## src/rtl/lsu_pkg.sv

```systemverilog
// Shared LSU definitions: func3 encodings, store FSM states and access-size decode.
package lsu_pkg;

  localparam int unsigned DATA_W = 32;
  localparam int unsigned STRB_W = DATA_W / 8;

  localparam logic [2:0] F3_SB  = 3'b000;
  localparam logic [2:0] F3_SH  = 3'b001;
  localparam logic [2:0] F3_SW  = 3'b010;
  localparam logic [2:0] F3_LB  = 3'b000;
  localparam logic [2:0] F3_LH  = 3'b001;
  localparam logic [2:0] F3_LW  = 3'b010;
  localparam logic [2:0] F3_LBU = 3'b100;
  localparam logic [2:0] F3_LHU = 3'b101;

  typedef enum logic [1:0] {
    ST_IDLE  = 2'd0,
    ST_BEAT0 = 2'd1,
    ST_BEAT1 = 2'd2
  } st_state_t;

  // Store size in bytes; 0 marks an encoding that is not a legal store.
  function automatic logic [2:0] st_size(input logic [2:0] func3);
    case (func3)
      F3_SB:   st_size = 3'd1;
      F3_SH:   st_size = 3'd2;
      F3_SW:   st_size = 3'd4;
      default: st_size = 3'd0;
    endcase
  endfunction

endpackage

```

## src/rtl/st_lane_shift.sv

```systemverilog
// Combinational lane steering for one store beat: shifted data, byte strobes and legality.
module st_lane_shift
  import lsu_pkg::*;
(
  input  logic [2:0]        func3,
  input  logic [1:0]        offset,
  input  logic [DATA_W-1:0] data,
  input  logic              beat_sel,
  output logic [DATA_W-1:0] wdata,
  output logic [STRB_W-1:0] wstrb,
  output logic              need_split,
  output logic              illegal
);

  logic [2:0]          size;
  logic [7:0]          mask;
  logic [2*DATA_W-1:0] shifted;
  logic [DATA_W-1:0]   lane_data;

  // Build an 8-byte window spanning both beats, then pick the half for this beat.
  always_comb begin
    size       = st_size(func3);
    illegal    = (size == 3'd0);
    need_split = !illegal && ((4'(offset) + 4'(size)) > 4'd4);
    mask       = 8'((8'd1 << size) - 8'd1);
    mask       = mask << offset;
    shifted    = (2*DATA_W)'(data) << {offset, 3'b000};
    wstrb      = beat_sel ? mask[7:4] : mask[3:0];
    lane_data  = beat_sel ? shifted[2*DATA_W-1:DATA_W] : shifted[DATA_W-1:0];
    wdata      = '0;
    for (int i = 0; i < int'(STRB_W); i++) begin
      wdata[8*i +: 8] = lane_data[8*i +: 8] & {8{wstrb[i]}};
    end
  end

endmodule

```

## src/rtl/st_align_unit.sv

```systemverilog
// Store alignment unit: turns sb/sh/sw requests into word-aligned write beats,
// splitting word-crossing stores into two beats behind a single holding register.
module st_align_unit
  import lsu_pkg::*;
#(
  parameter int unsigned ADDR_W   = 32,
  parameter int unsigned SPLIT_EN = 1
) (
  input  logic              clk,
  input  logic              rst,
  input  logic              req_valid,
  output logic              req_ready,
  input  logic [2:0]        req_func3,
  input  logic [ADDR_W-1:0] req_addr,
  input  logic [DATA_W-1:0] req_data,
  output logic              mem_valid,
  input  logic              mem_ready,
  output logic [ADDR_W-1:0] mem_addr,
  output logic [DATA_W-1:0] mem_wdata,
  output logic [STRB_W-1:0] mem_wstrb,
  output logic              st_done,
  output logic              st_err
);

  st_state_t         state;
  logic [2:0]        func3_q;
  logic [1:0]        offset_q;
  logic [DATA_W-1:0] data_q;
  logic              split_q;

  logic [2:0]        ls_func3;
  logic [1:0]        ls_offset;
  logic [DATA_W-1:0] ls_data;
  logic              ls_beat_sel;
  logic [DATA_W-1:0] ls_wdata;
  logic [STRB_W-1:0] ls_wstrb;
  logic              ls_need_split;
  logic              ls_illegal;
  logic              accept;
  logic              reject;

  assign req_ready = (state == ST_IDLE) && !rst;
  assign accept    = req_valid && req_ready;

  // The shifter sees the live request while idle and the held request while busy.
  always_comb begin
    ls_beat_sel = (state != ST_IDLE);
    ls_func3    = ls_beat_sel ? func3_q  : req_func3;
    ls_offset   = ls_beat_sel ? offset_q : req_addr[1:0];
    ls_data     = ls_beat_sel ? data_q   : req_data;
    reject      = ls_illegal || (ls_need_split && (SPLIT_EN == 0));
  end

  st_lane_shift u_lane_shift (
    .func3      (ls_func3),
    .offset     (ls_offset),
    .data       (ls_data),
    .beat_sel   (ls_beat_sel),
    .wdata      (ls_wdata),
    .wstrb      (ls_wstrb),
    .need_split (ls_need_split),
    .illegal    (ls_illegal)
  );

  always_ff @(posedge clk or posedge rst) begin
    if (rst) begin
      state     <= ST_IDLE;
      func3_q   <= '0;
      offset_q  <= '0;
      data_q    <= '0;
      split_q   <= 1'b0;
      mem_valid <= 1'b0;
      mem_addr  <= '0;
      mem_wdata <= '0;
      mem_wstrb <= '0;
      st_done   <= 1'b0;
      st_err    <= 1'b0;
    end else begin
      st_done <= 1'b0;
      st_err  <= 1'b0;
      case (state)
        ST_IDLE: begin
          if (accept) begin
            func3_q  <= req_func3;
            offset_q <= req_addr[1:0];
            data_q   <= req_data;
            split_q  <= ls_need_split;
            if (reject) begin
              st_done <= 1'b1;
              st_err  <= 1'b1;
            end else begin
              state     <= ST_BEAT0;
              mem_valid <= 1'b1;
              mem_addr  <= {req_addr[ADDR_W-1:2], 2'b00};
              mem_wdata <= ls_wdata;
              mem_wstrb <= ls_wstrb;
            end
          end
        end
        ST_BEAT0: begin
          if (mem_ready) begin
            if (split_q) begin
              state     <= ST_BEAT1;
              mem_addr  <= mem_addr + ADDR_W'(4);
              mem_wdata <= ls_wdata;
              mem_wstrb <= ls_wstrb;
            end else begin
              state     <= ST_IDLE;
              mem_valid <= 1'b0;
              mem_wdata <= '0;
              mem_wstrb <= '0;
              st_done   <= 1'b1;
            end
          end
        end
        ST_BEAT1: begin
          if (mem_ready) begin
            state     <= ST_IDLE;
            mem_valid <= 1'b0;
            mem_wdata <= '0;
            mem_wstrb <= '0;
            st_done   <= 1'b1;
          end
        end
        default: begin
          state     <= ST_IDLE;
          mem_valid <= 1'b0;
        end
      endcase
    end
  end

endmodule

```

## config.mk

```make
export PLATFORM = sky130hd
export DESIGN_NAME = st_align_unit
export DESIGN_NICKNAME = d
export VERILOG_FILES = /design/src/rtl/lsu_pkg.sv /design/src/rtl/st_lane_shift.sv /design/src/rtl/st_align_unit.sv
export SDC_FILE = /design/constraint.sdc
export NUM_CORES = 1
export LEC_CHECK = 0
export BUFFER_PORTS_ARGS = -buffer_cell sky130_fd_sc_hd__buf_2
export CAP_MARGIN = 5
export CORE_MARGIN = 5
export CORE_UTILIZATION = 49
export DETAILED_ROUTE_END_ITERATION = 8
export GPL_TIMING_DRIVEN = 0
export PLACE_DENSITY = 0.85
export SLEW_MARGIN = 20
export SYNTH_ARGS = -nofsm -noshare
export SYNTH_HDL_FRONTEND = slang
export SYNTH_SLANG_ARGS = --single-unit
```

## constraint.sdc

```tcl
create_clock -name clk -period 3.15 [get_ports clk]
set_clock_uncertainty 0.15 [all_clocks]
set_input_delay 0.63 -clock clk [delete_from_list [all_inputs] [get_ports clk]]
set_output_delay 0.63 -clock clk [all_outputs]
set_load 0.05 [all_outputs]
```

# Yosys cells after proc, flatten, opt, wreduce, memory -nomap -nowiden
# Cells that the tools add are included.
# totals
register_bits	111
input_bits	71
out_inout_bits	72
word_cells	90
# op_classes
add_sub_neg	3
order_cmp	1
n_eq_ne	10
shift	3
n_mux	42
bitwise_logic	4
n_reduce_logical	16
# op_table
op	count
$mux W32	11
$pmux W32 S3	1
$pmux W32 S2	1
$shl A32 B5 Y64	1
$add A32 B3 Y32 const B	1
$and A8 B8 Y8	4
$mux W4	6
$reduce_and A5 Y1	3
$mux W2	6
$ne A2 B2 Y1 const B	6
$pmux W4 S3	1
$mux W1	11
$pmux W3 S3	1
$shl A1 B3 Y8 const A	1
$shl A8 B2 Y8	1
$sub A8 B1 Y8 const B	1
$logic_not A3 Y1	2
$pmux W1 S3	2
$pmux W2 S3	1
$add A2 B3 Y4	1
$gt A4 B3 Y1 const B	1
$reduce_and A4 Y1	1
$reduce_bool A2 Y1	2
$eq A3 B1 Y1 const B	1
other kinds (9)	12

# Depth between registers and ports, before layout
# Gate-level depths: netlist of run 1.
# logic_depth
ltp_word	12
depth_mapped	14
ltp_nobuf	11

# By module
# A second synthesis of run 1 with hierarchy kept.
# unflattened
hier_cells	759
hier_area_um2	7019.2
# modules_own_cells
mod	instances	cells_each	area_each_um2	seq_area_each_um2
st_align_unit	1	559	5581.6	2727.6
st_lane_shift	1	200	1437.6	0.0

# Worst setup path before layout of run 1
# OpenSTA, ideal clock, no wires.
# synth_timing
path_type	in2reg
start	in rst
end	reg mem_wdata[16]
setup_ns	0.096
t_arrival_ns	3.997
setup_slack_ns	-1.093
stages	7
cell_sequence	inv_1 a31o_2 buf_4 nand2_1 a21o_1 clkbuf_1 o31ai_1
# synth_via
elab_chain_len	5
# synth_rtl
item	line	source
start: declaration	st_align_unit.sv:10	input logic rst,
$logic_not A1 Y1 (no line)	-	
$logic_and A1 B1 Y1	st_align_unit.sv:42	assign req_ready = (state == ST_IDLE) && !rst;
$logic_and A1 B1 Y1	st_align_unit.sv:43	assign accept = req_valid && req_ready;
$ne A2 B2 Y1 (no line)	-	
$reduce_and A5 Y1 (no line)	-	
end signal: assignment	st_align_unit.sv:95	mem_wdata <= ls_wdata;
end signal: assignment	st_align_unit.sv:105	mem_wdata <= ls_wdata;
end: declaration	st_align_unit.sv:19	output logic [DATA_W-1:0] mem_wdata,
# Every way passes these cells.
# A chain may end at the register's enable or synchronous reset.

# Worst setup path after layout of run 1
# layout_timing
start	reg state[0]
end	reg mem_wdata[7]
# layout_via
elab_chain_len	12
word_cells_on_any_way	32
classes_between	add/sub (1); eq/ne (8); shift (3); mux (11); bitwise (1); reduce/logical (8)
# layout_rtl
item	line	source
start: declaration	st_align_unit.sv:25	st_state_t state;
start signal: assignment	st_align_unit.sv:67	state <= ST_IDLE;
start signal: assignment	st_align_unit.sv:92	state <= ST_BEAT0;
start signal: assignment	st_align_unit.sv:103	state <= ST_BEAT1;
$reduce_bool A2 Y1	st_align_unit.sv:47	ls_beat_sel = (state != ST_IDLE);
$mux W3	st_align_unit.sv:48	ls_func3 = ls_beat_sel ? func3_q : req_func3;
$eq A3 B2 Y1, or another cell as far along	lsu_pkg.sv:24	case (func3)
$pmux W3 S3	lsu_pkg.sv:24	
$shl A1 B3 Y8	st_lane_shift.sv:25	mask = 8'((8'd1 << size) - 8'd1);
$sub A8 B1 Y8	st_lane_shift.sv:25	
$shl A8 B2 Y8	st_lane_shift.sv:26	mask = mask << offset;
$mux W4	st_lane_shift.sv:28	wstrb = beat_sel ? mask[7:4] : mask[3:0];
$and A8 B8 Y8	st_lane_shift.sv:32	wdata[8*i +: 8] = lane_data[8*i +: 8] & {8{wstrb[i]}};
$mux W32 (on tied branches)	st_align_unit.sv:102, st_align_unit.sv:88	
$mux W32 (on tied branches)	st_align_unit.sv:101, st_align_unit.sv:83	
$pmux W32 S3	st_align_unit.sv:81	case (state)
# Several ways; a longest one is shown, not always the timed one. The select of a mux whose other input is x is not followed.

==> results of run 1 <==
[registers in the layout (all words and copies together) (netlist names)]
name / cells
data_q: 24
func3_q: 3
mem_addr: 30
mem_valid: 1
mem_wdata: 32
mem_wstrb: 4
offset_q: 2
split_q: 1
st_done: 1
st_err: 1
state: 2
[per-layer routing]
metal / GRT usage / up-vias / part of all wire
met5: 0 / - / 0
li1: - / 2659 / -
met3: 0.08065 / 56 / 0.10
met1: 0.3679 / 2801 / 0.42
met2: 0.3755 / 345 / 0.45
met4: 0.09524 / 0 / 0.030
[what timing repair did]
item                       in CTS  in global routing
setup endpoints to repair      37                 10
setup buffers                   2                  0
gates cloned                    1                  0
resized for setup              13                  1
pin swaps                       4                  1
[cell type report]
class                   count  area [µm²]
fillers                  1003        4588
multi-input cells         460        3348
flip-flops and latches    101        2527
repair buffers            144       770.7
plain buffers              44       261.5
clock buffers               9       225.2
well taps                 168       210.2
clock inverters             7       65.06
inverters                  15       62.56
diodes                      1       2.502
[cells in the final DEF (no fill, tap or decap), drive strengths merged, types with 9 or more instances in the layout]
| cell type | Yosys | final |
|---|---|---|
| nor3 | 9 | 9 |
| a31o | 9 | 9 |
| clkbuf | 24 | 32 |
| nand2 | 63 | 63 |
| dfrtp | 101 | 101 |
| o21ai | 35 | 35 |
| o22ai | 21 | 22 |
| mux2i | 34 | 34 |
| a22o | 25 | 25 |
| buf | 21 | 165 |
| nor2 | 34 | 34 |
| a2bb2oi | 15 | 15 |
| nand3 | 23 | 23 |
| inv | 14 | 18 |
| mux2 | 38 | 38 |
| a22oi | 24 | 24 |
| a21oi | 39 | 39 |
| o31ai | 10 | 10 |
[cell families after synthesis]
family,count (synthesis),share of synthesized area
flops,101,0.4163
mux,73,0.1336
simple gates,167,0.1393
fa+ha+maj,9,0.01979
compound gates,207,0.2444
xor+xnor,1,0.001443
other cells,1,0.0006177
buf+inv,60,0.04452
[metrics by stage]
step	TNS [ns]	setup WS (ns)	hold WS, ns
finish	0	0.1135	0.08082
global route	0	0.01491	0.08317
CTS	0	0.1231	0.07824
detailed placement	-13.00	-0.4992	0.3137
global placement	-91.44	-1.440	0.3101
floorplan	-23.33	-0.4291	0.3297
[critical path: stages, from the launching register on]
cell and delay [ns]:
sky130_fd_sc_hd__dfrtp_1 0.35, sky130_fd_sc_hd__inv_1 0.08, sky130_fd_sc_hd__ha_1 0.21, sky130_fd_sc_hd__buf_6 0.16, sky130_fd_sc_hd__or4_4 0.54, sky130_fd_sc_hd__o31ai_2 0.09, sky130_fd_sc_hd__inv_1 0.08, sky130_fd_sc_hd__ha_2 0.21
sky130_fd_sc_hd__or3_4 0.37, sky130_fd_sc_hd__a31oi_4 0.28, sky130_fd_sc_hd__o22ai_4 0.17, sky130_fd_sc_hd__a22o_1 0.24
[how the worst min path moves through the flow]
stage / to / cells past startpoint / startpoint / slack [ns]
2_1_floorplan: data_q[10]$_DFFE_PP0P_ / 1 / data_q[10]$_DFFE_PP0P_ / 0.33
3_3_place_gp: mem_wdata[17]$_DFFE_PP0P_ / 2 / mem_wdata[17]$_DFFE_PP0P_ / 0.31
3_5_place_dp: mem_wstrb[1]$_DFFE_PP0P_ / 1 / mem_wstrb[1]$_DFFE_PP0P_ / 0.31
4_1_cts: mem_addr[5]$_DFFE_PP0P_ / 2 / rst / 0.08
5_1_grt: mem_addr[5]$_DFFE_PP0P_ / 2 / rst / 0.08
6_report: mem_addr[5]$_DFFE_PP0P_ / 2 / rst / 0.08
[power groups by stage]
stage | clock [µW] | combinational (µW) | sequential [µW]
3_5_place_dp | 0 | 5370 | 2450
4_1_cts | 1120 | 5540 | 2440
5_1_grt | 1170 | 5950 | 2540
6_report | 1110 | 5610 | 2460
3_3_place_gp | 0 | 5320 | 2440
2_1_floorplan | 0 | 2750 | 3670
==> run summary, run 1 <==
The run finished with clean final reports. The worst setup path is captured at a flop. The count of boundary I/O pins came out at 143. Measured along the x axis, the die boundary spans 121.3 µm. The count of cell types in the netlist came out at 74. The mean area per synthesized cell is 9.807 µm².

The via count of the first global-routing pass is 5680. The vertical die dimension came out at 121.3 µm. The critical path required time came out at 3.25 ns. The critical path starts at state[0]$_DFFE_PP0P_.

Setup repair after global routing left no endpoint under its margin. Setup violations remaining at the end of the flow were counted as 0. The maximum resistive drop on vdd is 0.6321 mV. The type of the tightest min-delay check is in2async.

The residual antenna-violating net count after detailed routing came out at 0. Summed over all layers, the routed wires come to 19020 µm. Counting instances in the post-synthesis netlist gives the leading cell types as 101 x sky130_fd_sc_hd__dfrtp_1, 63 x sky130_fd_sc_hd__nand2_1, 37 x sky130_fd_sc_hd__a21oi_1, 37 x sky130_fd_sc_hd__mux2_2, 34 x sky130_fd_sc_hd__o21ai_0.

Of the cells placed in the final design, the portion with a size suffix greater than 1 is 0.3333. The critical path is of the reg2reg type. The power share of the clock group is 0.121. The end of the worst register-to-register path is mem_wdata[7]$_DFFE_PP0P_. The internal cell power came out at 4297 µW. The hold buffer count at CTS is 0. In the post-synthesis netlist, the cell with the most instances is sky130_fd_sc_hd__dfrtp_1. The initial antenna violation count came out at 1. The share of the clock period used by the worst path after layout came out at 0.9640. Of the total power, registers draw 0.268. The post-placement cell area is 7104 µm². The share of synthesized area in the top cell type comes to 0.4163. The HPWL reported at the end of detailed placement is 13800 µm. The area of the mapped netlist is 6071 µm². Yosys mapped a number of flops with a built-in enable equal to 0. The initial core utilization came out at 0.5033. The number of optimization iterations in the first detailed-route pass is 6.

The maximum level of the CTS H-tree came out at 3. The top achievable clock speed came out at 329.3 MHz. The gate count after technology mapping came out at 619. The die area is 14710 µm². The post-synthesis register bit count came out at 101. Clock tree synthesis selected as its root buffer the cell sky130_fd_sc_hd__clkbuf_16. The largest fanout of any net on the critical path came out at 16.

In the synthesized netlist the dominant register cell turns out to be sky130_fd_sc_hd__dfrtp_1. The final-report hold violation count came to 0. The number of sinks on the clock net is 101. In the synthesized netlist the async set-or-reset flop fraction comes to 1.000. The static leakage power came out at 0.003463 µW. Entering global routing, the biggest net connects 34 pins. After detailed routing, the number of vias per cell comes to 6.176. The final critical delay including setup and external delays is 3.037 ns. The total overflow reported by the global router came out at 0. The layout overhead on the synthesized area came out at 23.10%. The total power came out at 9173 µW. STA classifies the critical path startpoint as a flop. In the routed design, unresolved DRC markers number 0. Once layout is complete, the utilization of the core stands at 0.6196. After clock tree synthesis, the clock-pin slew on the worst setup and hold paths is 0.08 ns. After detailed routing, the average wire length per cell comes to 20.04 µm. The max-slew headroom at the worst pin is 0.2658. Following the worst setup path forward leads to its endpoint at mem_wdata[7]$_DFFE_PP0P_. The worst reg-to-reg setup slack came out at 0.11 ns. The share of the Yosys chip area taken by registers is 0.4163. The wire length of the first global-routing pass came out at 30310 µm. The final net count came out at 855. The number of pins exceeding their max-slew limit in the final report came out at 0. The worst register-to-register path has a depth of 11. The overall via count from detail_route is 5861. The net switching power of the design came out at 4876 µW. The core region is 12060 µm².

The number of max-cap violations came out at 0. The yosys synthesis warning count is 0. The detailed router finished its first iteration with 751 violations. Of the total power, the share spent switching nets is 0.5315.

The final instance area is 7473 µm². In this run the core area contains 40 standard-cell rows. The final instance count without filler cells came out at 949. At the end of routability-driven placement, the weighted congestion stood at 0.9432. The power share of the combinational group is 0.611.

The all-layer global routing usage is 0.2605. The number of input and output port buffers inserted came out at 139. The clock latency at the later pin of the worst-skew pair is 0.36 ns. The slew at the pin closest to its max-slew limit came out at 1.093 ns. The top cell type by total area after synthesis is sky130_fd_sc_hd__dfrtp_1. The TritonCTS clock tree is built. The data arrival time of the worst path came out at 3.13 ns. In this run the deepest clock path goes through 2 buffers.

In the post-synthesis netlist, the biggest area contributors are sky130_fd_sc_hd__dfrtp_1 42%, sky130_fd_sc_hd__mux2_2 6.9%, sky130_fd_sc_hd__mux2i_1 5.4%. In this run the critical register-to-register path is launched from state[0]$_DFFE_PP0P_. The number of CTS-inserted buffers is 9. The number of placed instances with taps included came out at 930. The total power per unit cell area came out at 1227 nW/µm².
No activity file was read; power rests on OpenSTA's default activity.
==> inputs of run 2 (changes only) <==
--- a/config.mk
+++ b/config.mk
@@ -6,8 +6,7 @@
 export NUM_CORES = 1
 export LEC_CHECK = 0
 export BUFFER_PORTS_ARGS = -buffer_cell sky130_fd_sc_hd__buf_2
-export CAP_MARGIN = 5
-export CORE_MARGIN = 5
+export CORE_MARGIN = 2
 export CORE_UTILIZATION = 49
 export DETAILED_ROUTE_END_ITERATION = 8
 export GPL_TIMING_DRIVEN = 0
==> run summary, run 2 (same netlist as run 1, synthesis figures left out) <==
In this run the critical register-to-register path is launched from state[0]$_DFFE_PP0P_. STA classifies the critical path endpoint as a flop. The critical path required time came out at 3.25 ns. The maximum resistive drop on vdd came out at 0.6938 mV. The tightest min-delay check is of the in2async type. The number of failing setup endpoints in the final timing report is 0.

Clock tree synthesis inserted a total of 9 buffers. Of the cells placed in the final design, the portion with a size suffix greater than 1 is 0.3491. The initial core utilization is 0.5033. The endpoint identified for the worst register-to-register timing path is mem_wdata[6]$_DFFE_PP0P_. Counting cells, the worst reg-to-reg path comes to 11.

The largest registers in the layout are mem_wdata: 32 flops, mem_addr: 30 flops, data_q: 24 flops. The number of sinks on the clock net came out at 101. Registers take 2527 µm². The flow ran to the end, and the final reports show no timing, DRC or antenna violations. Routability-driven placement finished with a final weighted congestion of 0.9284. The floorplan step defined a die boundary enclosing 13300 µm². The library cells used most frequently in the layout, excluding fill and tap cells, are 148 x sky130_fd_sc_hd__buf_2, 101 x sky130_fd_sc_hd__dfrtp_1, 62 x sky130_fd_sc_hd__nand2_1. The largest net degree at the start of global routing came out at 34. The area used by multi-input combinational logic came out at 3405 µm². The static leakage power is 0.003495 µW.

The startpoint kind of the worst setup timing path is a flop. The post-placement cell area came out at 7112 µm². The largest fanout of any net on the critical path came out at 16. The hold buffer count at CTS came out at 0. The post-detailed-route wirelength per cell is 20.78 µm. The overall via count from detail_route is 6099. The total core area came out at 12060 µm².

The count of boundary I/O pins is 143. The slew at the pin closest to its max-slew limit came out at 1.244 ns. The final critical delay including setup and external delays is 3.055 ns. Once detailed placement completed, the half-perimeter wirelength came to 13340 µm.

The clock latency at the later pin of the worst-skew pair came out at 0.36 ns. The detailed router finished its first iteration with 784 violations. Setup repair after global routing left no endpoint under its margin.

The routed wire length is 19740 µm. The data arrival time of the worst path is 3.16 ns. The die boundary width is 115.3 µm. The clock slew at the register clock pins of the worst setup and hold paths is 0.07 ns. The register with the most flip-flops in the layout has 32 of them. The classification of the worst setup path is reg2reg. The buffer levels on the longest clock path is 2. In this run the vertical extent of the chip is 115.3 µm.

The number of pins exceeding their max-slew limit in the final report came to 0. The first detailed-routing pass took 7 iterations. After routing the design area is 7566 µm². The max-slew headroom at the worst pin came out at 0.1641. The number of inserted filler cells in the final layout came out at 965.

Row generation in the floorplan step produced 40 rows. The top achievable clock speed came out at 327.4 MHz. The initial antenna violation count is 0. The layout overhead on the synthesized area came out at 24.63%. Max-cap violations in this run came to 0.

TritonCTS built the clock tree. The library cell used most frequently in the layout, excluding fill and tap cells, is sky130_fd_sc_hd__buf_2. The total overflow reported by the global router came out at 0. For this run, the share of the core covered by cells in the final layout is 0.6273. The first global-routing pass estimated 30880 µm of wire. The via count of the first global-routing pass came out at 5931.

In this run the clock root is driven by a sky130_fd_sc_hd__clkbuf_16. The register with the most flip-flops in the final layout is mem_wdata. The number of input and output port buffers inserted is 139. The share of the clock period used by the worst path after layout is 0.9697. The residual antenna-violating net count after detailed routing came out at 0. The final-report hold violation count came to 0. The all-layer global routing usage came out at 0.3016.

The final net count came out at 857. The total power per unit cell area is 1237 nW/µm². The worst reg-to-reg setup slack came out at 0.1 ns. CTS built an H-tree with a depth of 3. After detailed routing, the number of remaining DRC violations is 0. 0 antenna diodes ended up in the layout. The per-cell via count in the routed design came out at 6.420.
[run 2: cell types whose count changed in the layout (fill, tap and decap cells not counted), sizes merged]
cell / delta
clkinv: +3
inv: -2
buf: +1
clkbuf: +1
clkinvlp: -1
diode: -1
[run 2: how the worst max path moves through the flow]
stage / from / to / slack, ns / depth (start not counted)
floorplan: rst / mem_addr[17]$_DFFE_PP0P_ / -0.43 / 7
global placement: rst / mem_wdata[8]$_DFFE_PP0P_ / -1.43 / 7
detailed placement: state[0]$_DFFE_PP0P_ / mem_wdata[6]$_DFFE_PP0P_ / -0.59 / 13
CTS: state[1]$_DFFE_PP0P_ / mem_wdata[3]$_DFFE_PP0P_ / 0.002 / 12
global route: state[0]$_DFFE_PP0P_ / mem_wdata[6]$_DFFE_PP0P_ / 0.01 / 11
finish: state[0]$_DFFE_PP0P_ / mem_wdata[6]$_DFFE_PP0P_ / 0.1 / 11
[run 2: metal layers]
layer,up-vias,share of wire,wire [µm],global-route usage
li1,2666,-,-,-
met1,2895,0.40,7894,0.3937
met2,447,0.46,9065,0.4756
met3,91,0.098,1931,0.07064
met4,0,0.043,845,0.1422
met5,-,0,0,0
[run 2: critical path, stage by stage (launching register included)]
cell	delay [ns]
sky130_fd_sc_hd__dfrtp_1	0.39
sky130_fd_sc_hd__inv_2	0.07
sky130_fd_sc_hd__ha_2	0.19
sky130_fd_sc_hd__buf_6	0.16
sky130_fd_sc_hd__or4_4	0.55
sky130_fd_sc_hd__o31ai_4	0.09
sky130_fd_sc_hd__inv_2	0.08
sky130_fd_sc_hd__ha_4	0.18
sky130_fd_sc_hd__or3_4	0.42
sky130_fd_sc_hd__a31oi_4	0.30
sky130_fd_sc_hd__o22ai_4	0.14
sky130_fd_sc_hd__a22o_1	0.22
[run 2: metrics by stage]
| step | worst slack [ns] | setup TNS (ns) | hold WS, ns | total power, µW | instances |
|---|---|---|---|---|---|
| 2_1_floorplan | -0.4291 | -23.33 | 0.3297 | 6426 | 620 |
| 3_5_place_dp | -0.5893 | -16.55 | 0.3149 | 7824 | 930 |
| 3_3_place_gp | -1.426 | -91.36 | 0.3107 | 7727 | 927 |
| 5_1_grt | 0.01177 | 0 | 0.1973 | 9822 | 950 |
| 4_1_cts | 0.001555 | 0 | 0.1749 | 9163 | 950 |
| 6_report | 0.09538 | 0 | 0.1783 | 9359 | 950 |
[run 2: final cells by class]
class / count / area share
Clock inverter: 7 / 0.007442
Inverter: 15 / 0.008269
Clock buffer: 9 / 0.02977
Timing Repair Buffer: 146 / 0.1065
Buffer: 44 / 0.03622
Sequential cell: 101 / 0.3340
Multi-Input combinational cell: 460 / 0.4500
Tap cell: 168 / 0.02778
[run 2: what timing repair did]
item,CTS,global route
pin swaps,4,6
endpoints found under the hold margin,0,0
setup endpoints to repair,37,36
resized for setup,19,9
gates cloned,1,0
setup buffers,3,1
[run 2: power by group]
part           switching [µW]  internal [µW]  leakage (µW)  total [µW]
logic                    3860           1930       0.00209        5790
registers                 590           1890       0.00126        2480
clock network             544            548      0.000142        1090
total                    4990           4370       0.00350        9360
==> inputs of run 3 (changes only) <==
==> constraint.sdc (replaced) <==
create_clock -name clk -period 3.15 [get_ports clk]
set_clock_uncertainty 0.15 [all_clocks]
set_input_delay 0.63 -clock clk [delete_from_list [all_inputs] [get_ports clk]]
set_output_delay 0.63 -clock clk [all_outputs]
set_load 0.1 [all_outputs]
==> run summary, run 3 (same netlist as run 1, synthesis figures left out) <==
The flow ran to the end, and the final reports show no timing, DRC or antenna violations. The largest net degree at the start of global routing came out at 35. The buffer levels on the longest clock path is 2. The critical path starts at state[0]$_DFFE_PP0P_. The final route contains 6036 vias. The top achievable clock speed is 322.5 MHz. The register with the most flip-flops in the layout has 32 of them. Counting tap cells, the placed design contains a total of 930 instances.

The number of cells on the worst reg-to-reg path is 11. The root buffer cell chosen for the clock tree is sky130_fd_sc_hd__clkbuf_16. The initial core utilization is 0.5033.

The total core area came out at 12060 µm². The later pin in the worst-skew pair is clocked with a latency of 0.36 ns. The final instance area came out at 7564 µm². The number of pins exceeding their max-slew limit in the final report came out at 0. The all-layer global routing usage came out at 0.2920. The largest fanout of any net on the critical path came out at 16. The die is 115.3 µm wide. The die area came out at 13300 µm². The via count of the first global-routing pass is 5850. The endpoint identified for the worst register-to-register timing path is mem_wdata[0]$_DFFE_PP0P_. The post-placement cell area is 7114 µm². Subtracting the final worst setup slack from the clock period gives 3.101 ns. The worst reg-to-reg setup slack is 0.05 ns. The initial antenna violation count came to 0.

Once detail routing completed, the nets flagged for antenna violations numbered 0. After clock tree synthesis, the clock-pin slew on the worst setup and hold paths is 0.07 ns. Max-cap violations in this run came to 0. TritonCTS created 9 clock buffers. In this run the vertical extent of the chip is 115.3 µm. The minimum setup slack in the final design came out at 0.04907 ns. The layout overhead on the synthesized area is 24.59%. The library cell used most frequently in the layout, excluding fill and tap cells, is sky130_fd_sc_hd__buf_2. The clock drives 101 sinks. After the first detailed-routing iteration, the DRC count stood at 718. The total overflow reported by the global router came out at 0.

The number of optimization iterations in the first detailed-route pass is 6. TritonCTS built the clock tree. The min-delay analysis places its worst path in the category in2async.

The count of inserted antenna diode cells came out at 0. The post-detailed-route wirelength per cell is 20.15 µm. The number of failing setup endpoints in the final timing report is 0. The routed wire length came out at 19130 µm. The first global-routing pass estimated 30150 µm of wire. The slew at the pin closest to its max-slew limit came out at 1.079 ns. The count of boundary I/O pins came out at 143. The worst setup path is captured at a flop.

The final design utilization came out at 0.6271. The largest registers in the layout are mem_wdata: 32 flops, mem_addr: 30 flops, data_q: 24 flops. The register with the most flip-flops in the final layout is mem_wdata. For this run, the post-layout net count is 857. The final-report hold violation count came out at 0. The share of the clock period used by the worst path after layout came out at 0.9844. The number of cell rows came out at 40.

The hold buffer count at CTS is 0. The H-tree was split into 3 levels. Before CTS, the worst setup slack after placement is -0.4407 ns. The worst flop-to-flop path startpoint is state[0]$_DFFE_PP0P_. The setup path with the least slack is of type reg2reg.

Data on the critical path is required at its endpoint by 3.25 ns. Of the cells placed in the final design, the portion with a size suffix greater than 1 is 0.3406. The max-slew headroom at the worst pin came out at 0.2752. The final instance count without filler cells is 949. The HPWL reported at the end of detailed placement came out at 13580 µm. The data arrival time of the worst path came out at 3.20 ns. The placer congestion estimate is 0.9734. The per-cell via count in the routed design came out at 6.360. The number of input and output port buffers inserted is 139. The library cells used most frequently in the layout, excluding fill and tap cells, are 148 x sky130_fd_sc_hd__buf_2, 101 x sky130_fd_sc_hd__dfrtp_1, 62 x sky130_fd_sc_hd__nand2_1. The end point of the critical path is mem_wdata[0]$_DFFE_PP0P_.

The worst setup path is launched from a flop. The DRC violations left is 0.
==> run 3: final cells by class <==
| class | count | area [µm²] |
|---|---|---|
| Fill cell | 1002 | 4498 |
| Multi-Input combinational cell | 461 | 3393 |
| Timing Repair Buffer | 145 | 785.8 |
| Clock buffer | 9 | 225.2 |
| Clock inverter | 6 | 97.59 |
| Buffer | 44 | 261.5 |
| Inverter | 15 | 62.56 |
| Tap cell | 168 | 210.2 |
| Sequential cell | 101 | 2527 |
==> run 3: worst max-delay path: stages, from the launching register on <==
cell	delay, ns
sky130_fd_sc_hd__dfrtp_1	0.38
sky130_fd_sc_hd__inv_2	0.06
sky130_fd_sc_hd__ha_1	0.20
sky130_fd_sc_hd__buf_6	0.16
sky130_fd_sc_hd__or4_4	0.55
sky130_fd_sc_hd__o31ai_4	0.08
sky130_fd_sc_hd__inv_1	0.08
sky130_fd_sc_hd__ha_2	0.21
sky130_fd_sc_hd__or3_4	0.43
sky130_fd_sc_hd__a31oi_4	0.29
sky130_fd_sc_hd__o22ai_4	0.17
sky130_fd_sc_hd__a22o_1	0.23
==> run 3: what timing repair did <==
item / 4_1_cts / 5_1_grt
endpoints found under the hold margin: 0 / 0
pin swaps: 4 / 5
gates resized for setup: 10 / 11
endpoints found under the setup margin: 36 / 36
buffers inserted: 2 / 1
cloned: 2 / 0
==> run 3: stage by stage <==
step | TNS (ns) | hold slack [ns]
final | 0 | 0.1578
after global placement | -89.77 | 0.3072
after global routing | -0.01250 | 0.1982
after CTS | 0 | 0.1711
after detailed placement | -11.11 | 0.3105
after floorplan | -23.48 | 0.3297
==> run 3: how the worst min path moves through the flow <==
stage	from	endpoint	slack, ns
final	rst	mem_addr[12]$_DFFE_PP0P_	0.16
after floorplan	data_q[10]$_DFFE_PP0P_	data_q[10]$_DFFE_PP0P_	0.33
after CTS	rst	mem_valid$_DFFE_PP0P_	0.17
after detailed placement	mem_wdata[22]$_DFFE_PP0P_	mem_wdata[22]$_DFFE_PP0P_	0.31
after global placement	mem_wdata[21]$_DFFE_PP0P_	mem_wdata[21]$_DFFE_PP0P_	0.31
after global routing	rst	st_err$_DFF_PP0_	0.20
==> run 3: per-layer routing <==
metal | GRT usage | wire length (µm) | vias up
met2 | 0.4480 | 8860 | 383
met4 | 0.1020 | 508 | 0
met3 | 0.07064 | 1703 | 54
li1 | - | - | 2674
met1 | 0.4059 | 8055 | 2925
met5 | 0 | 0 | -
Power of run 3 is left out: the tool's default activity adds up to more than one toggle a clock period on the data nets, which glitch-free logic cannot reach.
